[config.mk]
export PLATFORM = sky130hd
export DESIGN_NAME = mem_arbiter_flat
export DESIGN_NICKNAME = d
export VERILOG_FILES = /design/src/rtl/mem_arbiter_pkg.sv /design/src/rtl/mem_arbiter_if.sv /design/src/rtl/mem_arbiter_starve_ctr.sv /design/src/rtl/mem_arbiter.sv /design/src/flat_wrapper.sv
export SDC_FILE = /design/constraint.sdc
export NUM_CORES = 1
export LEC_CHECK = 0
export CORE_AREA = 8 8 101 103
export CTS_CLUSTER_SIZE = 16
export DETAILED_ROUTE_END_ITERATION = 8
export DIE_AREA = 0 0 109 111
export GPL_TIMING_DRIVEN = 0
export PLACE_DENSITY_LB_ADDON = 0.2
export SLEW_MARGIN = 20
export SYNTH_ARGS = -nofsm -noshare
export SYNTH_HDL_FRONTEND = slang
export SYNTH_SLANG_ARGS = --single-unit
[constraint.sdc]
create_clock -name clk -period 2.7 [get_ports clk]
set_input_delay 0.54 -clock clk [delete_from_list [all_inputs] [get_ports clk]]
set_output_delay 0.54 -clock clk [all_outputs]
set_load 0.05 [all_outputs]
[src/rtl/mem_arbiter_pkg.sv]
// Shared constants for the unified-memory arbiter and the CPU variants built on it.
package mem_arb_pkg;
  localparam int AW_DEF = 32;
  localparam int DW_DEF = 32;
  localparam int STARVE_W = 8;

  localparam logic PORT_IM = 1'b0;
  localparam logic PORT_DM = 1'b1;

  localparam logic [31:0] RESET_PC = 32'h0040_0000;
endpackage

[src/rtl/mem_arbiter_if.sv]
// Fetch port, data port and memory-side bus of the arbiter, grouped in one interface.
interface mem_arbiter_if
  import mem_arb_pkg::*;
#(
  parameter int AW = AW_DEF,
  parameter int DW = DW_DEF
);
  // Handshake: a requester holds req and its payload until the cycle where gnt=1;
  // the access is taken at that edge, and a read answers with rvalid exactly one
  // cycle later. req still high after gnt counts as a fresh request.
  logic          im_req;
  logic [AW-1:0] im_addr;
  logic          im_gnt;
  logic          im_rvalid;
  logic [DW-1:0] im_rdata;

  logic          dm_req;
  logic [AW-1:0] dm_addr;
  logic          dm_we;
  logic [DW-1:0] dm_wdata;
  logic          dm_gnt;
  logic          dm_rvalid;
  logic [DW-1:0] dm_rdata;

  logic [AW-1:0] mem_addr;
  logic          mem_we;
  logic [DW-1:0] mem_din;
  logic [DW-1:0] mem_dout;

  modport slave (
    input  im_req, im_addr, dm_req, dm_addr, dm_we, dm_wdata, mem_dout,
    output im_gnt, im_rvalid, im_rdata, dm_gnt, dm_rvalid, dm_rdata,
    output mem_addr, mem_we, mem_din
  );

  modport master (
    output im_req, im_addr, dm_req, dm_addr, dm_we, dm_wdata, mem_dout,
    input  im_gnt, im_rvalid, im_rdata, dm_gnt, dm_rvalid, dm_rdata,
    input  mem_addr, mem_we, mem_din
  );
endinterface

[src/rtl/mem_arbiter_starve_ctr.sv]
// Saturating count of consecutive cycles the fetch port has been denied.
module starve_ctr
  import mem_arb_pkg::*;
#(
  parameter int STARVE_MAX = 4
) (
  input  logic                clk,
  input  logic                reset,
  input  logic                inc,
  input  logic                clr,
  output logic [STARVE_W-1:0] count
);
  localparam logic [STARVE_W-1:0] MAX = STARVE_W'(STARVE_MAX);

  always_ff @(posedge clk) begin
    if (reset || clr) begin
      count <= '0;
    end else if (inc && (count != MAX)) begin
      count <= count + 1'b1;
    end
  end
endmodule

[src/rtl/mem_arbiter.sv]
// Data-first arbiter sharing one memory between fetch and load/store, with a
// fetch starvation guard and one-cycle read responses routed to the issuing port.
module mem_arbiter
  import mem_arb_pkg::*;
#(
  parameter int STARVE_MAX = 4,
  parameter int AW = AW_DEF,
  parameter int DW = DW_DEF
) (
  input  logic                clk,
  input  logic                reset,
  mem_arbiter_if.slave        bus,
  output logic [STARVE_W-1:0] starve
);
  logic starve_hit;
  logic im_gnt;
  logic dm_gnt;
  logic rd_pend;
  logic rd_port;

  assign starve_hit = (starve == STARVE_W'(STARVE_MAX));

  // Fetch only overtakes a pending data request once it has waited STARVE_MAX cycles.
  always_comb begin
    im_gnt = 1'b0;
    dm_gnt = 1'b0;
    if (!reset) begin
      if (bus.im_req && bus.dm_req) begin
        im_gnt = starve_hit;
        dm_gnt = !starve_hit;
      end else begin
        im_gnt = bus.im_req;
        dm_gnt = bus.dm_req;
      end
    end
  end

  assign bus.im_gnt   = im_gnt;
  assign bus.dm_gnt   = dm_gnt;
  assign bus.mem_addr = dm_gnt ? bus.dm_addr : bus.im_addr;
  assign bus.mem_we   = dm_gnt & bus.dm_we;
  assign bus.mem_din  = bus.dm_wdata;

  starve_ctr #(.STARVE_MAX(STARVE_MAX)) u_starve (
    .clk   (clk),
    .reset (reset),
    .inc   (bus.im_req & ~im_gnt),
    .clr   (im_gnt | ~bus.im_req),
    .count (starve)
  );

  // Stores retire at the grant edge, so only reads leave a response pending.
  always_ff @(posedge clk) begin
    if (reset) begin
      rd_pend <= 1'b0;
      rd_port <= PORT_IM;
    end else begin
      rd_pend <= im_gnt | (dm_gnt & ~bus.dm_we);
      rd_port <= (dm_gnt & ~bus.dm_we) ? PORT_DM : PORT_IM;
    end
  end

  assign bus.im_rvalid = rd_pend & (rd_port == PORT_IM);
  assign bus.dm_rvalid = rd_pend & (rd_port == PORT_DM);
  assign bus.im_rdata  = bus.mem_dout;
  assign bus.dm_rdata  = bus.mem_dout;
endmodule

[src/flat_wrapper.sv]
// flat-port wrapper written by rule: the top's interface ports become plain ports
module mem_arbiter_flat import mem_arb_pkg::*;
#(
  parameter int STARVE_MAX = 4,
  parameter int AW = AW_DEF,
  parameter int DW = DW_DEF
)
  (clk, reset, starve, bus_im_req, bus_im_addr, bus_dm_req, bus_dm_addr, bus_dm_we, bus_dm_wdata, bus_mem_dout, bus_im_gnt, bus_im_rvalid, bus_im_rdata, bus_dm_gnt, bus_dm_rvalid, bus_dm_rdata, bus_mem_addr, bus_mem_we, bus_mem_din);
  mem_arbiter_if #(.AW(AW), .DW(DW)) bus_i ();
  input  logic clk;
  input  logic reset;
  output logic [STARVE_W-1:0] starve;
  input wire logic [$bits(bus_i.im_req)-1:0] bus_im_req;
  input wire logic [$bits(bus_i.im_addr)-1:0] bus_im_addr;
  input wire logic [$bits(bus_i.dm_req)-1:0] bus_dm_req;
  input wire logic [$bits(bus_i.dm_addr)-1:0] bus_dm_addr;
  input wire logic [$bits(bus_i.dm_we)-1:0] bus_dm_we;
  input wire logic [$bits(bus_i.dm_wdata)-1:0] bus_dm_wdata;
  input wire logic [$bits(bus_i.mem_dout)-1:0] bus_mem_dout;
  output wire logic [$bits(bus_i.im_gnt)-1:0] bus_im_gnt;
  output wire logic [$bits(bus_i.im_rvalid)-1:0] bus_im_rvalid;
  output wire logic [$bits(bus_i.im_rdata)-1:0] bus_im_rdata;
  output wire logic [$bits(bus_i.dm_gnt)-1:0] bus_dm_gnt;
  output wire logic [$bits(bus_i.dm_rvalid)-1:0] bus_dm_rvalid;
  output wire logic [$bits(bus_i.dm_rdata)-1:0] bus_dm_rdata;
  output wire logic [$bits(bus_i.mem_addr)-1:0] bus_mem_addr;
  output wire logic [$bits(bus_i.mem_we)-1:0] bus_mem_we;
  output wire logic [$bits(bus_i.mem_din)-1:0] bus_mem_din;
  assign bus_i.im_req = bus_im_req;
  assign bus_i.im_addr = bus_im_addr;
  assign bus_i.dm_req = bus_dm_req;
  assign bus_i.dm_addr = bus_dm_addr;
  assign bus_i.dm_we = bus_dm_we;
  assign bus_i.dm_wdata = bus_dm_wdata;
  assign bus_i.mem_dout = bus_mem_dout;
  assign bus_im_gnt = bus_i.im_gnt;
  assign bus_im_rvalid = bus_i.im_rvalid;
  assign bus_im_rdata = bus_i.im_rdata;
  assign bus_dm_gnt = bus_i.dm_gnt;
  assign bus_dm_rvalid = bus_i.dm_rvalid;
  assign bus_dm_rdata = bus_i.dm_rdata;
  assign bus_mem_addr = bus_i.mem_addr;
  assign bus_mem_we = bus_i.mem_we;
  assign bus_mem_din = bus_i.mem_din;
  mem_arbiter #(.STARVE_MAX(STARVE_MAX), .AW(AW), .DW(DW)) u_core (.clk(clk), .reset(reset), .bus(bus_i), .starve(starve));
endmodule
## After elaboration in Yosys (flattened, before gate mapping)

Cells that the tools add are included.

- Register bits: 10
- Latch bits: 0
- Memory bits (writable): 0
- Memory bits (read-only): 0
- Input bits: 133
- Output and inout port bits: 141
- Word-level logic and storage cells: 27
- Memories kept: 0

- $add $sub $neg: 1
- $mul: 0
- Div/mod/pow operators: 0
- Order comparisons: 0
- Equality and inequality tests: 2
- Shift operators: 0
- Muxes and demuxes: 6
- Bitwise gates (word level): 11
- Reductions and logical operators: 4

Operators with widths:

| kind | number |
|---|---|
| 32-bit 2-to-1 mux | 1 |
| 8-bit by 1-bit adder with 8-bit output (second input constant) | 1 |
| 8-bit by 3-bit == test with 1-bit output (second input constant) | 1 |
| 8-bit by 3-bit != test with 1-bit output (second input constant) | 1 |
| 1-bit AND | 5 |
| 1-bit 2-to-1 mux | 5 |
| 1-bit inverter | 4 |
| 1-bit logical AND | 2 |
| 1-bit OR | 2 |
| 1-bit logical NOT | 1 |
| 1-bit logical OR | 1 |

## Depth between registers and ports, before layout

- Depth after elaboration: 6
- Gate-level depth with buffers: 6
- Depth with buffers taken out: 5

## Modules after synthesis

A second synthesis with hierarchy kept.

- Cell total of the unflattened synthesis: 198
- Area total of the unflattened synthesis: 1819.2 sq um

Modules (own cells, without submodules):

| module | instances | cells each | area an instance (sq um) | sequential area each (sq um) |
|---|---|---|---|---|
| mem_arbiter | 1 | 150 | 1397.6 | 40.0 |
| starve_ctr | 1 | 48 | 421.7 | 160.2 |

## Worst setup path before layout

OpenSTA, ideal clock, no wires.

- Path type: register to output
- Start: register u_core.u_starve.count[0]
- End: output bus_mem_addr[24]
- Arrival time: 2.348 ns
- Data required time: 2.160 ns
- Setup slack: -0.188 ns
- Cell stages (with the launch flop): 7
- Buffers on the path: 1
- Cells stage by stage: dfxtp_1 -> inv_1 -> ha_1 -> nor4b_4 -> a311oi_4 -> buf_6 -> mux2_2

- Word-level cells in the longest chain between the ends: 5

RTL lines:

| element | line | text |
|---|---|---|
| start: declaration | mem_arbiter_starve_ctr.sv:11 | `output logic [STARVE_W-1:0] count` |
| start signal: assignment | mem_arbiter_starve_ctr.sv:19 | `count <= count + 1'b1;` |
| 8-bit by 3-bit == test with 1-bit output | mem_arbiter.sv:21 | `assign starve_hit = (starve == STARVE_W'(STARVE_MAX));` |
| 1-bit logical NOT | mem_arbiter.sv:30 | `dm_gnt = !starve_hit;` |
| 1-bit 2-to-1 mux | mem_arbiter.sv:28 | `if (bus.im_req && bus.dm_req) begin` |
| 1-bit 2-to-1 mux | mem_arbiter.sv:27 | `if (!reset) begin` |
| net bus_dm_gnt | flat_wrapper.sv:23 | `output wire logic [$bits(bus_i.dm_gnt)-1:0] bus_dm_gnt;` |
| 32-bit 2-to-1 mux | mem_arbiter.sv:40 | `assign bus.mem_addr = dm_gnt ? bus.dm_addr : bus.im_addr;` |
| end: declaration | flat_wrapper.sv:26 | `output wire logic [$bits(bus_i.mem_addr)-1:0] bus_mem_addr;` |

The timed path passes the listed nets, and every way through them passes these cells.

## Worst setup path in the final report

- Start: register u_core.u_starve.count[0]
- End: output bus_mem_addr[11]

- Word-level cells in the longest chain between the ends: 5

RTL lines:

| element | line |
|---|---|
| 8-bit by 3-bit == test with 1-bit output | mem_arbiter.sv:21 |
| 1-bit logical NOT | mem_arbiter.sv:30 |
| 1-bit 2-to-1 mux | mem_arbiter.sv:28 |
| 1-bit 2-to-1 mux | mem_arbiter.sv:27 |
| 32-bit 2-to-1 mux | mem_arbiter.sv:40 |

Every way passes these cells.

==> flow_metrics.tcl <==
set metrics [dict create \
    finalSetupViolations 0 \
    fin_skew_ns 0.00559 \
    syn_area_per_cell_sq_um 8.75 \
    cts_sinks 10 \
    cts_tree "built" \
    grt_overflow_total 0 \
    ioPinCount 274 \
    portBuffers 209 \
    slew_headroom_pct 60.5 \
    grt_pass1_vias 2108 \
    finalCritPeriodShare_pct 97.0 \
    place_congestion 0.739 \
    start_kind "flop" \
    slew_viol_final 0 \
    dpl.cell_count 503 \
    num_vias 1990 \
    routed_wl_microns 8550 \
    power_leakage_uw 0.00170 \
    hold_path_class "flop to flop" \
    rows 34 \
    multiInputGateArea_sq_um 654 \
    critPathMaxStageDelay_ns 0.37 \
    synthesis.area_sq_um 1630 \
    areaGrowthSynthToFinish_pct 140 \
    via_per_inst 3.90 \
    fin_area_sq_um 3910 \
    clockBufferDepth 2 \
    placed_area_sq_um 3860 \
    synth_cell_types 23 \
    grt_first_pass_wirelength_microns 12200 \
    drc 0 \
    final-hold-violation-count 0 \
    seqCellArea_sq_um 208 \
    dp_hpwl_microns 7720 \
    grt_max_degree 11 \
    path_clk_slew_ns 0.04 \
    holdBufCountCts 0 \
    ys_seq_area_share_pct 12.3 \
    grt_usage_pct 12.9 \
    antenna_found_initial 0 \
    rsz0062_at_grt "true" \
    tns_ns 0 \
    syn_inst 186 \
    synth_warnings 0 \
    drtAntennaViolNets 0 \
    instances_no_fill 510 \
    drive_gt1_share_pct 44.0 \
    finalCriticalPeriod_ns 2.62 \
    die_area_sq_um 12100 \
    clk_latency_ns 0.24 \
    antennaDiodeCount 0 \
    cts_root_buffer "clkbuf_8" \
    drv_cap 0 \
    path_cells "inv_1, ha_1, nor4b_4, a311oi_4, buf_6, clkbuf_16, mux2_2, buf_4" \
    nets 539 \
    postLayoutCoreUtil_pct 45.7 \
    fin_hold_ws_ns 0.462 \
    die_height_microns 111 \
    drt-wirelength-per-cell_microns 16.8 \
    worst_pin_slew_ns 0.591 \
    status "completed" \
    ys_ff_latch 10 \
    start_util_pct 19.0 \
    numCtsBuffers 3 \
    peakVddDrop_uv 159 \
    synth_nets 321 \
    slowest_stage "dfxtp_4" \
    cp_data_arrival_time_ns 2.08 \
    fillers 833 \
    die_w_microns 109 \
    core-area_sq_um 8550 \
    path_max_fanout 7 \
    power_density_nw_per_um2 317 \
    drt_pass1_iterations 4 \
    critPathKind "flop to primary output" \
    cp_data_required_time_ns 2.16 \
    crit_path_end_kind "primary output" \
    fmax_mhz 382 \
    drt_iter0_drc 26 \
    htree_levels 1 \
]
==> synthesized netlist by cell type (all sizes together) <==
library cell	count	area (sq um)
o21ai	4	20.0
buf	99	754
nor2b	1	6.26
inv	5	18.8
a211o	1	10.0
and2	3	18.8
o211ai	1	7.51
dfxtp	10	200
nand2b	1	6.26
or3	3	18.8
nor3b	1	18.8
ha	2	25.0
xor2	3	26.3
mux2	32	360
a21oi	5	25.0
nand3	4	20.0
nand4	1	6.26
a311oi	2	35.0
nor4b	1	23.8
nand2	2	7.51
nor2	5	18.8
==> metrics by stage <==
step,setup slack (ns),total power (uW)
6_report,0.0818,1240
5_1_grt,-0.00531,1290
4_1_cts,0.000490,1230
3_5_place_dp,-1.02,1100
3_3_place_gp,-0.995,1090
2_1_floorplan,0.0199,757
==> worst paths after layout <==
kind	slack [ns]	cells past startpoint	end	from
max	0.08	8	bus_mem_addr[11]	u_core.u_starve.count[0]
min	0.46	1	u_core.u_starve.count[0]	u_core.u_starve.count[0]
max reg2reg	1.13	7	u_core.rd_port	u_core.u_starve.count[0]
min reg2reg	0.46	1	u_core.u_starve.count[0]	u_core.u_starve.count[0]
==> layout make-up <==
class | instances | area share (%)
Inverter | 5 | 0.480
Timing Repair Buffer | 213 | 53.4
Multi-Input combinational cell | 72 | 16.7
Sequential cell | 10 | 5.31
Tap cell | 108 | 3.46
Buffer | 99 | 19.6
Clock buffer | 3 | 1.06
==> cell usage in the layout, fill, tap and decap left out, types with 3 or more instances in the layout <==
master / n
or3_1: 3
buf_6: 12
and2_1: 3
buf_2: 7
buf_8: 3
mux2_2: 32
clkbuf_8: 3
xor2_1: 3
nor2_1: 5
a21oi_1: 5
nand3_1: 4
dlygate4sd2_1: 3
clkdlybuf4s50_1: 171
inv_1: 5
o21ai_0: 4
buf_4: 112
dfxtp_1: 8
==> flip-flops by register name (all words and copies together), names as in the netlist <==
name                   cells
u_core.rd_port             1
u_core.rd_pend             1
u_core.u_starve.count      8
==> what timing repair did <==
| item | CTS | global route |
|---|---|---|
| pin swaps | 1 | 1 |
| gates resized for setup | 172 | 59 |
| endpoints found under the setup margin | 35 | 34 |
| setup buffers | 3 | 0 |
| hold endpoints to repair | 0 | 0 |
| gates cloned | 0 | 1 |
==> power by group <==
group | internal, uW | switching (uW)
Sequential | 149 | 2.12
Clock | 97.6 | 57.9
Combinational | 399 | 534
==> kinds of logic after synthesis <==
logic type	Yosys count	share of synthesized area [%]
flip-flops	10	12.3
buffers and inverters	104	47.5
multiplexers	32	22.1
XOR/XNOR	3	1.61
AO/OA/AOI/OAI	13	6.00
AND/OR/NAND/NOR	22	8.92
adder cells (fa/ha/maj)	2	1.54
==> critical path, delay by kind of cell (launching register included) <==
family,cells,cell delay [ns]
mux,1,0.33
buf+inv,4,0.59
fa+ha+maj,1,0.19
flops,1,0.37
compound gates,1,0.22
simple gates,1,0.15
==> metal layers <==
layer	vias up	wire, microns	global-route usage, %	share of wire (%)
met1	886	2660	11.5	31
met3	5	1410	7.38	16
li1	954	-	-	-
met5	-	0	0	0
met2	145	4430	24.3	52
met4	0	49	2.19	0.57
(Power assumes the default switching activity.)
